==> src/rtl/button_arb_defs.sv <==
// rtl/button_arb_defs.sv - shared FSM encodings and overflow counter width for button_event_arbiter
package button_arb_defs;

   typedef enum logic {
      ST_IDLE  = 1'b0,
      ST_OFFER = 1'b1
   } arb_state_t;

   localparam int OVF_W   = 8;
   localparam int OVF_MAX = (1 << OVF_W) - 1;

endpackage

==> src/rtl/rr_arbiter.sv <==
// rtl/rr_arbiter.sv - combinational round-robin picker, search starts one past last_grant
module rr_arbiter #(
   parameter int WIDTH = 4,
   localparam int ID_BITS = $clog2(WIDTH)
) (
   input  logic [WIDTH-1:0]   req,
   input  logic [ID_BITS-1:0] last_grant,
   output logic [WIDTH-1:0]   grant,
   output logic [ID_BITS-1:0] idx,
   output logic               any
);

   logic [ID_BITS-1:0] pos;

   always_comb begin
      grant = '0;
      idx   = '0;
      any   = 1'b0;
      pos   = '0;
      // last_grant itself is visited last, so it has lowest priority next round
      for (int k = 1; k <= WIDTH; k++) begin
         pos = ID_BITS'((int'(last_grant) + k) % WIDTH);
         if (!any && req[pos]) begin
            any        = 1'b1;
            grant[pos] = 1'b1;
            idx        = pos;
         end
      end
   end

endmodule

==> src/rtl/button_event_arbiter.sv <==
// rtl/button_event_arbiter.sv - queues edge pulses per channel and serialises them round-robin
// BUTTON_ARB_OVERFLOW_CNT_EN adds the saturating overflow_cnt port.
module button_event_arbiter
   import button_arb_defs::*;
#(
   parameter int WIDTH    = 4,
   parameter int CNT_BITS = 2,
   localparam int ID_BITS = $clog2(WIDTH)
) (
   input  logic               clk,
   input  logic               rst,
   input  logic [WIDTH-1:0]   pulse_in,
   output logic               evt_valid,
   input  logic               evt_ready,
   output logic [ID_BITS-1:0] evt_id,
   output logic [WIDTH-1:0]   pending
`ifdef BUTTON_ARB_OVERFLOW_CNT_EN
   ,
   output logic [OVF_W-1:0]   overflow_cnt
`endif
);

   localparam logic [CNT_BITS-1:0] CNT_MAX = '1;

   arb_state_t         state, next_state;
   logic [ID_BITS-1:0] last_grant, next_last_grant, next_evt_id, win_id;
   logic [WIDTH-1:0]   offer_oh, next_offer_oh, win_grant;
   logic               win_any, accept;

`ifdef BUTTON_ARB_OVERFLOW_CNT_EN
   logic [WIDTH-1:0]   drop;
   int                 ovf_sum;
`endif

   rr_arbiter #(.WIDTH(WIDTH)) u_rr (
      .req        (pending),
      .last_grant (last_grant),
      .grant      (win_grant),
      .idx        (win_id),
      .any        (win_any)
   );

   assign evt_valid = (state == ST_OFFER);

   always_ff @(posedge clk) begin
      if (rst) begin
         state      <= ST_IDLE;
         evt_id     <= '0;
         offer_oh   <= '0;
         last_grant <= ID_BITS'(WIDTH - 1);
      end else begin
         state      <= next_state;
         evt_id     <= next_evt_id;
         offer_oh   <= next_offer_oh;
         last_grant <= next_last_grant;
      end
   end

   // Winner is latched on entry to OFFER so late pulses cannot retarget it
   always_comb begin
      next_state      = state;
      next_evt_id     = evt_id;
      next_offer_oh   = offer_oh;
      next_last_grant = last_grant;
      accept          = 1'b0;
      if (state == ST_IDLE) begin
         if (win_any) begin
            next_state    = ST_OFFER;
            next_evt_id   = win_id;
            next_offer_oh = win_grant;
         end
      end else if (evt_ready) begin
         accept          = 1'b1;
         next_last_grant = evt_id;
         next_state      = ST_IDLE;
      end
   end

   for (genvar i = 0; i < WIDTH; i++) begin : g_ch
      logic [CNT_BITS-1:0] cnt;
      logic                inc, dec;

      assign inc = pulse_in[i];
      assign dec = accept && offer_oh[i];

      always_ff @(posedge clk) begin
         if (rst)
            cnt <= '0;
         else if (inc && !dec && cnt != CNT_MAX)
            cnt <= cnt + 1'b1;
         else if (dec && !inc)
            cnt <= cnt - 1'b1;
      end

      assign pending[i] = |cnt;
`ifdef BUTTON_ARB_OVERFLOW_CNT_EN
      assign drop[i] = inc && !dec && (cnt == CNT_MAX);
`endif
   end

`ifdef BUTTON_ARB_OVERFLOW_CNT_EN
   always_comb ovf_sum = int'(overflow_cnt) + $countones(drop);

   always_ff @(posedge clk) begin
      if (rst)
         overflow_cnt <= '0;
      else if (ovf_sum > OVF_MAX)
         overflow_cnt <= '1;
      else
         overflow_cnt <= OVF_W'(ovf_sum);
   end
`endif

endmodule

==> config.mk <==
export PLATFORM = sky130hd
export DESIGN_NAME = button_event_arbiter
export DESIGN_NICKNAME = d
export VERILOG_FILES = /design/src/rtl/button_arb_defs.sv /design/src/rtl/rr_arbiter.sv /design/src/rtl/button_event_arbiter.sv
export SDC_FILE = /design/constraint.sdc
export NUM_CORES = 1
export LEC_CHECK = 0
export BUFFER_PORTS_ARGS = -buffer_cell sky130_fd_sc_hd__buf_2
export CAP_MARGIN = 25
export CELL_PAD_IN_SITES_DETAIL_PLACEMENT = 1
export CELL_PAD_IN_SITES_GLOBAL_PLACEMENT = 1
export CORE_UTILIZATION = 40
export DETAILED_ROUTE_END_ITERATION = 6
export PLACE_DENSITY_LB_ADDON = 0.1
export SLEW_MARGIN = 20
export SYNTH_ARGS = -nofsm -noshare
export SYNTH_HDL_FRONTEND = slang
export SYNTH_HIERARCHICAL = 1
export SYNTH_SLANG_ARGS = --single-unit
==> constraint.sdc <==
create_clock -name clk -period 2 [get_ports clk]
set_clock_uncertainty 0.05 [all_clocks]
set_input_delay 0.3 -clock clk [delete_from_list [all_inputs] [get_ports clk]]
set_output_delay 0.3 -clock clk [all_outputs]
set_load 0.05 [all_outputs]
==> run_results.csv, run 1 <==
group,metric,value,unit
outcome,outcome,"finished, violations left",
outcome,violations,"negative setup slack",
global_route,grt_max_degree,19,
power,p_per_area,808.8,nW/um^2
clocking,cts_sinks,17,
timing,fmax,497.6,MHz
run,drv_cap,0,
floorplan,num_io_pins,14,
final_layout,area_growth,21.55,%
clocking,htree_levels,1,
global_route,grt_usage,0.2471,
worst_hold_path,hold_path_class,"in -> reg",
final_layout,final_core_util,0.5306,
drt,drt-pass1-iter-count,4,
setup_path,required,2.14,ns
setup_path,crit_buf_inv,0,
yosys,synthAdderAreaFrac,0.07273,
yosys,yosys_warnings,6,
placement,finalWeightedCongestion,0.8639,
placement,place_inst,225,
final_layout,final_area,1673,um^2
yosys,yosysSeqAreaShare,0.2473,
floorplan,fp-row-count,20,
drt,routed-via-count,1329,
drt,wl,4.009,mm
final_layout,layout-drive-gt1-share,0.3704,
clocking,cts_made_buffers,3,
setup_path,critPathCaptureType,"flop",
placement,hpwl,2.930,mm
timing,tightest_slew,0.5769,ns
setup_path,cpPeakStageDelay,0.59,ns
clocking,cts_tree,"built",
global_route,antenna_found_initial,0,
yosys,ys.flop_type,"dfxtp_1",
setup_path,cp.arrival,2.15,ns
global_route,overflow,0,
yosys,synthCells,160,
clocking,cts_max_path_buffers,2,
setup_path,crit_family,"multiplexers",
timing,drv_slew,0,
drt,drtIter0Drc,72,
placement,io_buffers,13,
timing,relSlewSlack,0.6149,
power,p_leak,0.7092,nW
drt,vias_per_cell,5.704,
drt,avgRoutedWirePerCell,17.21,um
timing,rsz0062_at_grt,"yes",
yosys,ys_ff_latch,17,
floorplan,dieHeight,60.66,um
setup_path,cp_max_fo,7,
yosys,syn_area_per_cell,8.602,um^2
clocking,clk-insertion-delay-late,0.30,ns
timing,layout_min_cycle_time,2.010,ns
timing,fin_ws,-0.009747,ns
global_route,grt_pass1_vias,1356,
timing,finalSetupViolCount,1,
floorplan,start_util,0.4365,
final_layout,nets,205,
yosys,synth-compound-area-share,0.2545,
timing,hold_viol_final,0,
yosys,async_flop_share,0,
clocking,clk_pin_slew,0.11,ns
timing,period_share,1.005,
yosys,yosys.area_share.simple,0.2482,
global_route,grt_pass1_wl,6.561,mm
drt,drtAntennaViolNets,0,
yosys,synth-xor-area-share,0.01273,
yosys,synth.distinct_cells,54,
setup_path,cp_slowest_cell,"mux4_2",
floorplan,core,3153,um^2
yosys,muxShareOfSynthArea,0.09818,
floorplan,die_w,60.66,um
final_layout,stdcell_count,233,
yosys,synth_nets,175,
yosys,synth_top_family_by_area,"compound AO/OA/AOI/OAI gates",
yosys,synth-edff-count,0,
setup_path,startpoint_type,"flop",
placement,placed_area,1560,um^2
clocking,cts_root_buffer,"clkbuf_4",
floorplan,die-area,3680,um^2
yosys,netlist_area,1376,um^2
setup_path,cp_cell_sequence,"or2_4 -> mux4_2 -> nand2_1 -> o21ai_1 -> a221o_1 -> mux2i_1 -> nor2_1",
power,peakVddDrop,0.3173,mV
drt,drc,0,
placement,post-place-ws,-0.02514,ns
final_layout,antenna_cells,0,
setup_path,crit_type,"reg -> reg",
layer usage:
metal  vias to the layer above  wire length (um)  part of all wire  GRT usage
li1                        646                 -                 -          -
met1                       661              1901              0.47     0.3091
met2                        15              1968              0.49     0.4223
met3                         7                68             0.017    0.03625
met4                         0                71             0.018     0.1071
met5                         -                 0                 0          0
metrics by stage:
stage | setup TNS [ns] | total power (W) | hold WS (ns)
global placement | 0 | 0.001069 | 0.4435
finish | -0.009747 | 0.001353 | 0.3041
CTS | -0.002865 | 0.001325 | 0.2853
floorplan | -0.2485 | 0.0009262 | 0.4100
global route | -0.2540 | 0.001437 | 0.2932
detailed placement | -0.02657 | 0.001100 | 0.4513
worst reg2reg max path: stages, from the launching register on:
cell and delay, ns:
dfxtp_2 0.36, or2_4 0.25, mux4_2 0.59, nand2_1 0.13, o21ai_1 0.06, a221o_1 0.27
mux2i_1 0.13, nor2_1 0.07
state kept, by name, summed over array words and instances (netlist names):
| register | flops |
|---|---|
| offer_oh | 4 |
| evt_valid | 1 |
| g_ch.cnt | 8 |
| evt_id | 2 |
| last_grant | 2 |
final timing paths:
kind                        from              to  slack [ns]  cells past startpoint
hold reg to reg      offer_oh[0]     offer_oh[0]        0.47                      2
setup / recovery  g_ch[0].cnt[1]     offer_oh[1]       -0.01                      7
hold / removal       pulse_in[0]  g_ch[0].cnt[1]        0.30                      3
setup reg to reg  g_ch[0].cnt[1]     offer_oh[1]       -0.01                      7
cells in the mapped netlist (2+ instances only):
| library cell | number | area, um^2 |
|---|---|---|
| a211o_1 | 2 | 17.52 |
| a21boi_0 | 2 | 15.01 |
| a21o_1 | 2 | 15.01 |
| a21oi_1 | 7 | 35.03 |
| a221o_1 | 4 | 40.04 |
| a31oi_1 | 4 | 25.02 |
| and3_1 | 2 | 12.51 |
| buf_4 | 2 | 15.01 |
| buf_6 | 4 | 45.04 |
| clkbuf_1 | 2 | 7.510 |
| dfxtp_1 | 17 | 340.3 |
| ha_1 | 8 | 100.1 |
| inv_1 | 4 | 15.01 |
| mux2i_1 | 9 | 90.09 |
| nand2_1 | 15 | 56.30 |
| nand2b_1 | 4 | 25.02 |
| nand3_1 | 3 | 15.01 |
| nand3_4 | 2 | 35.03 |
| nand3b_1 | 4 | 30.03 |
| nor2_1 | 15 | 56.30 |
| o211ai_1 | 2 | 15.01 |
| o21ai_0 | 7 | 35.03 |
| o21ai_1 | 5 | 25.02 |
| or2_2 | 2 | 12.51 |
| or4_1 | 2 | 15.01 |
| xnor2_1 | 2 | 17.52 |
final cells by class:
type | instances | area (um^2)
repair buffers | 34 | 226.5
clock buffers | 3 | 22.52
multi-input cells | 129 | 991.0
well taps | 44 | 55.05
flip-flops and latches | 17 | 351.6
fillers | 412 | 1480
inverters | 5 | 21.27
clock inverters | 1 | 5.005
layout by cell type (no fill, tap or decap), types with 4 or more instances in the layout:
cell,synthesis,final
dfxtp_2,0,6
a221o_1,4,4
mux2i_1,9,7
o21ai_0,7,7
nand2_1,15,14
buf_2,1,13
dfxtp_1,17,10
buf_4,2,20
nor2_1,15,14
nand3b_1,4,4
ha_1,8,7
a31oi_1,4,4
a21oi_1,7,6
logic make-up after synthesis:
group / Yosys count
AOI/OAI and AO/OA: 47
buffers and inverters: 14
DFF: 17
adders and majority gates: 8
and+or+nand+nor: 61
muxes: 11
xor gates and xnor gates: 2
repair_timing:
| item | in CTS | in global routing |
|---|---|---|
| endpoints found under the setup margin | 5 | 6 |
| buffers inserted | 2 | 2 |
| pin swaps | 5 | 3 |
| endpoints found under the hold margin | 0 | 0 |
| hold buffers | 0 | 0 |
| cloned | 0 | 0 |
| resized for setup | 8 | 12 |
power breakdown:
part           total [W]  leakage (nW)  internal (W)  switching [W]
combinational   0.000715         0.549      0.000301       0.000414
clock           0.000200        0.0177     0.0000746       0.000126
sequential      0.000438         0.142      0.000387      0.0000509
total            0.00135         0.709      0.000763       0.000590
Note: power is estimated with default switching activity, not from simulation.
==> run 2: changes to the inputs <==
--- a/config.mk
+++ b/config.mk
@@ -17,3 +17,4 @@
 export SYNTH_HDL_FRONTEND = slang
 export SYNTH_HIERARCHICAL = 1
 export SYNTH_SLANG_ARGS = --single-unit
+export TNS_END_PERCENT = 10
==> run_results.csv, run 2 (same netlist as run 1, synthesis figures left out) <==
group,metric,value,unit
global_route,antenna_found_initial,0,
worst_hold_path,hold_path_class,"in -> reg",
final_layout,largest_register,"g_ch.cnt",
setup_path,cp_max_fo,7,
drt,routed-via-count,1308,
floorplan,num_io_pins,14,
clocking,htree_levels,1,
timing,layout_min_cycle_time,2.026,ns
floorplan,dieHeight,60.66,um
floorplan,core,3153,um^2
final_layout,area_growth,20.45,%
worst_hold_path,hold_path_depth,3,
setup_path,cp.arrival,2.15,ns
timing,fmax,493.5,MHz
global_route,grt_pass1_vias,1220,
global_route,met2_usage,0.3548,
global_route,grt_usage,0.2167,
final_layout,layout-drive-gt1-share,0.3386,
power,p_sw,0.0005659,W
power,switching_share,0.4275,
drt,wl,3.786,mm
floorplan,die_w,60.66,um
global_route,grt_util_met3,0.01919,
setup_path,startpoint_type,"flop",
setup_path,required,2.12,ns
clocking,cts_root_buffer,"clkbuf_4",
global_route,overflow,0,
global_route,busiest_layer,"met2",
setup_path,reg2regPathDepth,7,
final_layout,nets,205,
power,p_int,0.0007578,W
drt,vias_per_cell,5.614,
final_layout,antenna_cells,0,
timing,fin_ws,-0.02646,ns
setup_path,critPathCaptureType,"flop",
clocking,cts_max_path_buffers,2,
power,p_per_area,798.5,nW/um^2
timing,tightest_slew,0.5961,ns
timing,finalSetupViolCount,1,
clocking,cts_sinks,17,
outcome,violations,"negative setup slack",
placement,hpwl,2.815,mm
final_layout,final_cell_mix,"buf_4 (21), nand2_1 (15), nor2_1 (14), dfxtp_1 (13), buf_2 (13)",
outcome,outcome,"finished, violations left",
placement,place_inst,227,
global_route,use_met1,0.3060,
power,p_total,0.001324,W
clocking,cts_tree,"built",
final_layout,mostFrequentLayoutCell,"buf_4",
drt,drt-pass1-iter-count,4,
power,clkPwrFrac,0.139,
drt,avgRoutedWirePerCell,16.25,um
power,p_leak,0.7074,nW
drt,drtAntennaViolNets,0,
timing,hold_viol_final,0,
final_layout,n_fill_cell,404,
power,comb_power_share,0.533,
setup_path,crit_type,"reg -> reg",
run,drv_cap,0,
floorplan,fp-row-count,20,
clocking,ctsHoldBuffers,0,
global_route,grt_max_degree,19,
drt,drtIter0Drc,50,
placement,finalWeightedCongestion,0.7897,
final_layout,reg_top3,"g_ch.cnt x8, offer_oh x4",
final_layout,largest_reg_flops,8,
timing,relSlewSlack,0.6021,
clocking,clk-insertion-delay-late,0.28,ns
timing,drv_slew,0,
floorplan,start_util,0.4365,
drt,drc,0,
floorplan,die-area,3680,um^2
timing,rsz0062_at_grt,"yes",
power,peakVddDrop,0.3085,mV
global_route,grt_pass1_wl,5.885,mm
power,p_seq_frac,0.328,
timing,period_share,1.013,
clocking,cts_made_buffers,3,
placement,io_buffers,13,
final_layout,final_core_util,0.5258,
final_layout,stdcell_count,233,
clocking,clk_pin_slew,0.10,ns
run 2: cell types whose count changed in the layout (fill, tap and decap cells not counted), sizes merged:
| cell | change |
|---|---|
| clkbuf | +1 |
| clkinv | -1 |
run 2: power groups by stage:
stage | clock network, W | logic [W] | registers (W)
final | 0.000184 | 0.000706 | 0.000434
after global routing | 0.000202 | 0.000757 | 0.000440
after CTS | 0.000191 | 0.000671 | 0.000433
after detailed placement | 0 | 0.000665 | 0.000439
after global placement | 0 | 0.000651 | 0.000434
after floorplan | 0 | 0.000462 | 0.000464
run 2: final timing paths:
path / startpoint / end / slack [ns]
max: g_ch[3].cnt[0] / offer_oh[2] / -0.03
min: pulse_in[0] / g_ch[0].cnt[1] / 0.31
max reg2reg: g_ch[3].cnt[0] / offer_oh[2] / -0.03
min reg2reg: offer_oh[0] / offer_oh[0] / 0.47
run 2: final cells by class:
class / count / area (um^2) / area share
clock buffers: 4 / 26.28 / 0.01585
inverters: 5 / 18.77 / 0.01132
multi-input cells: 129 / 987.2 / 0.5955
flip-flops and latches: 17 / 347.8 / 0.2098
well taps: 44 / 55.05 / 0.03321
repair buffers: 34 / 222.7 / 0.1343
run 2: layer usage:
| metal | up-vias | share of wire |
|---|---|---|
| met4 | 0 | 0.0040 |
| met5 | - | 0 |
| li1 | 649 | - |
| met1 | 644 | 0.49 |
| met3 | 2 | 0.027 |
| met2 | 13 | 0.48 |
run 2: critical path: stages (launching register included):
cell and delay [ns]:
dfxtp_2 0.34, or2_4 0.27, mux4_2 0.57, nand2_1 0.11, o21ai_1 0.07, a221o_1 0.29, mux2i_1 0.15, nor2_1 0.07
run 2: stage by stage:
step / hold WS (ns) / TNS (ns) / setup slack, ns / instance area [um^2]
floorplan: 0.4100 / -0.2485 / -0.05093 / 1385
global placement: 0.4492 / 0 / 0.04259 / 1575
detailed placement: 0.4631 / -0.01832 / -0.01832 / 1575
CTS: 0.3005 / -0.02330 / -0.01468 / 1604
global route: 0.3244 / -0.2962 / -0.09299 / 1658
finish: 0.3123 / -0.02646 / -0.02646 / 1658
run 2: repair_timing:
item	CTS	global route
setup endpoints to repair	3	6
setup buffers	0	2
pin swaps	0	4
gates resized for setup	2	11
endpoints found under the hold margin	0	0
==> run 3: changes to the inputs <==
--- a/config.mk
+++ b/config.mk
@@ -5,11 +5,13 @@
 export SDC_FILE = /design/constraint.sdc
 export NUM_CORES = 1
 export LEC_CHECK = 0
+export ABC_AREA = 1
 export BUFFER_PORTS_ARGS = -buffer_cell sky130_fd_sc_hd__buf_2
 export CAP_MARGIN = 25
 export CELL_PAD_IN_SITES_DETAIL_PLACEMENT = 1
 export CELL_PAD_IN_SITES_GLOBAL_PLACEMENT = 1
-export CORE_UTILIZATION = 40
+export CORE_UTILIZATION = 37
+export CTS_CLUSTER_SIZE = 12
 export DETAILED_ROUTE_END_ITERATION = 6
 export PLACE_DENSITY_LB_ADDON = 0.1
 export SLEW_MARGIN = 20
==> run_results.csv, run 3 <==
group,metric,value,unit
setup_path,critPathCaptureType,"flop",
placement,placed_area,1453,um^2
placement,post-place-ws,0.1268,ns
final_layout,final_area,1481,um^2
final_layout,final_cell_mix,"nand2_1 (44), nand3_1 (35), inv_1 (22), nor2_1 (21), dfxtp_1 (17)",
global_route,grt_usage,0.2036,
timing,setup_tns,0,ns
drt,vias_per_cell,5.149,
clocking,cts_max_path_buffers,2,
setup_path,critical_path_cell_count,11,
global_route,grt_pass1_wl,5.651,mm
timing,layout_min_cycle_time,1.809,ns
drt,wl,3.559,mm
yosys,synthCells,203,
timing,drv_slew,0,
power,comb_power_share,0.519,
setup_path,cp_slowest_cell,"dfxtp_1",
power,p_total,0.001315,W
clocking,cts_tree,"built",
setup_path,cp_max_fo,6,
timing,fin_hold_ws,0.1248,ns
clocking,cts_setup_buffers,0,
yosys,synth.distinct_cells,24,
yosys,synth_most_common_cell,"nand2_1",
timing,fin_ws,0.1914,ns
clocking,ctsHoldBuffers,0,
final_layout,mostFrequentLayoutCell,"nand2_1",
global_route,overflow,0,
drt,avgRoutedWirePerCell,13.28,um
global_route,grt_max_degree,17,
final_layout,layout-drive-gt1-share,0.1937,
timing,relSlewSlack,0.6531,
power,p_leak,0.7712,nW
yosys,yosys_warnings,6,
yosys,async_flop_share,0,
power,p_per_area,888.0,nW/um^2
timing,rsz0062_at_grt,"no",
global_route,antenna_found_initial,0,
yosys,synth-edff-count,0,
timing,tightest_slew,0.5196,ns
yosys,synth_top_area_share,0.2586,
yosys,ys.flop_type,"dfxtp_1",
power,p_int,0.0006799,W
yosys,ys_top_cells_by_count,"nand2_1 (44), nand3_1 (35), inv_1 (23), nor2_1 (21), dfxtp_1 (17)",
clocking,cts_root_buffer,"clkbuf_4",
yosys,yosysSeqAreaShare,0.2586,
power,switching_share,0.4832,
final_layout,largest_register,"g_ch.cnt",
global_route,grt_pass1_vias,1318,
setup_path,crit_buf_inv,3,
setup_path,crit_family,"simple AND/OR/NAND/NOR gates",
final_layout,area_growth,12.55,%
final_layout,largest_reg_flops,8,
yosys,synth_nets,218,
floorplan,start_util,0.3914,
yosys,ys_ff_latch,17,
clocking,htree_levels,1,
placement,hpwl,2.927,mm
timing,hold_viol_final,0,
yosys,synth.area.top_cells,"dfxtp_1 (26%), nand3_1 (13%), nand2_1 (13%)",
floorplan,dieHeight,61.65,um
timing,period_share,0.9043,
placement,io_buffers,13,
final_layout,reg_top3,"g_ch.cnt x8, offer_oh x4",
floorplan,die-area,3800,um^2
power,p_sw,0.0006356,W
clocking,clk-insertion-delay-late,0.29,ns
final_layout,nets,238,
setup_path,cpPeakStageDelay,0.34,ns
clocking,cts_sinks,17,
setup_path,reg2regPathDepth,11,
clocking,post_cts_resized,0,
setup_path,cp.arrival,1.98,ns
worst_hold_path,hold_path_class,"in -> reg",
setup_path,r2r_setup_slack,0.19,ns
drt,drtIter0Drc,42,
setup_path,crit_type,"reg -> reg",
run,drv_cap,0,
drt,drtAntennaViolNets,0,
power,peakVddDrop,0.3613,mV
clocking,cts_made_buffers,3,
drt,drc,0,
worst_hold_path,hold_path_depth,2,
yosys,yosys.area.top_type,"dfxtp_1",
drt,routed-via-count,1380,
timing,fmax,552.9,MHz
floorplan,num_io_pins,14,
setup_path,required,2.17,ns
power,clkPwrFrac,0.141,
final_layout,antenna_cells,0,
outcome,outcome,"complete, no violations",
yosys,netlist_area,1316,um^2
setup_path,cp_cell_sequence,"or2_2 -> inv_1 -> nand2_1 -> nand2_1 -> inv_1 -> nor2_2 -> buf_4 -> nand4_1 -> nand3_1 -> o21ai_0 -> a21oi_1",
setup_path,startpoint_type,"flop",
placement,finalWeightedCongestion,0.8464,
drt,drt-pass1-iter-count,4,
timing,finalSetupViolCount,0,
floorplan,die_w,61.65,um
power,p_seq_frac,0.340,
floorplan,core,3363,um^2
clocking,clk_pin_slew,0.10,ns
yosys,syn_area_per_cell,6.484,um^2
floorplan,fp-row-count,21,
## run 3: cell types whose count changed after synthesis, sizes merged, moves of 8 or more
| cell | delta |
|---|---|
| inv | +21 |
| mux2i | -10 |
| nand2 | +36 |
| nand3 | +31 |
| nand4 | +8 |
| nor2 | +10 |
## run 3: cells by family (layout without fill, tap and decap cells)
group                    Yosys count  after routing  synth area share
AO/OA/AOI/OAI                     24             24            0.1055
AND/OR/NAND/NOR                  125            125            0.4658
flip-flops                        17             17            0.2586
adder cells (fa/ha/maj)            8              8           0.07605
buffers and inverters             29             48           0.09411
## run 3: path summary, 6_finish.rpt
kind | start | end
hold reg to reg | evt_id[1] | last_grant[1]
setup / recovery | g_ch[3].cnt[1] | offer_oh[0]
setup reg to reg | g_ch[3].cnt[1] | offer_oh[0]
hold / removal | rst | g_ch[0].cnt[1]
## run 3: metal layers
metal	share of wire	GRT usage
met5	0	0
met1	0.45	0.2351
met3	0.012	0.02311
met2	0.53	0.3902
met4	0.0065	0.05714
## run 3: cell type report
class                      count  area [um^2]
timing repair buffer          18        102.6
inverter                      26        102.6
fill                         495         1882
tap                           46        57.56
multi-input combinational    157        852.1
clock buffer                   4        26.28
sequential                    17        340.3
## run 3: per-stage QoR
step                      utilization  std cells
after floorplan                     -        203
after global placement         0.4319        264
after detailed placement       0.4319        264
after CTS                      0.4397        268
after global routing           0.4405        268
final                          0.4405        268
## run 3: power by group through the flow
stage / clock [W] / combinational, W / sequential (W)
2_1_floorplan: 0 / 0.000473 / 0.000488
3_3_place_gp: 0 / 0.000658 / 0.000452
3_5_place_dp: 0 / 0.000680 / 0.000454
4_1_cts: 0.000197 / 0.000683 / 0.000447
5_1_grt: 0.000211 / 0.000753 / 0.000456
6_report: 0.000186 / 0.000683 / 0.000447
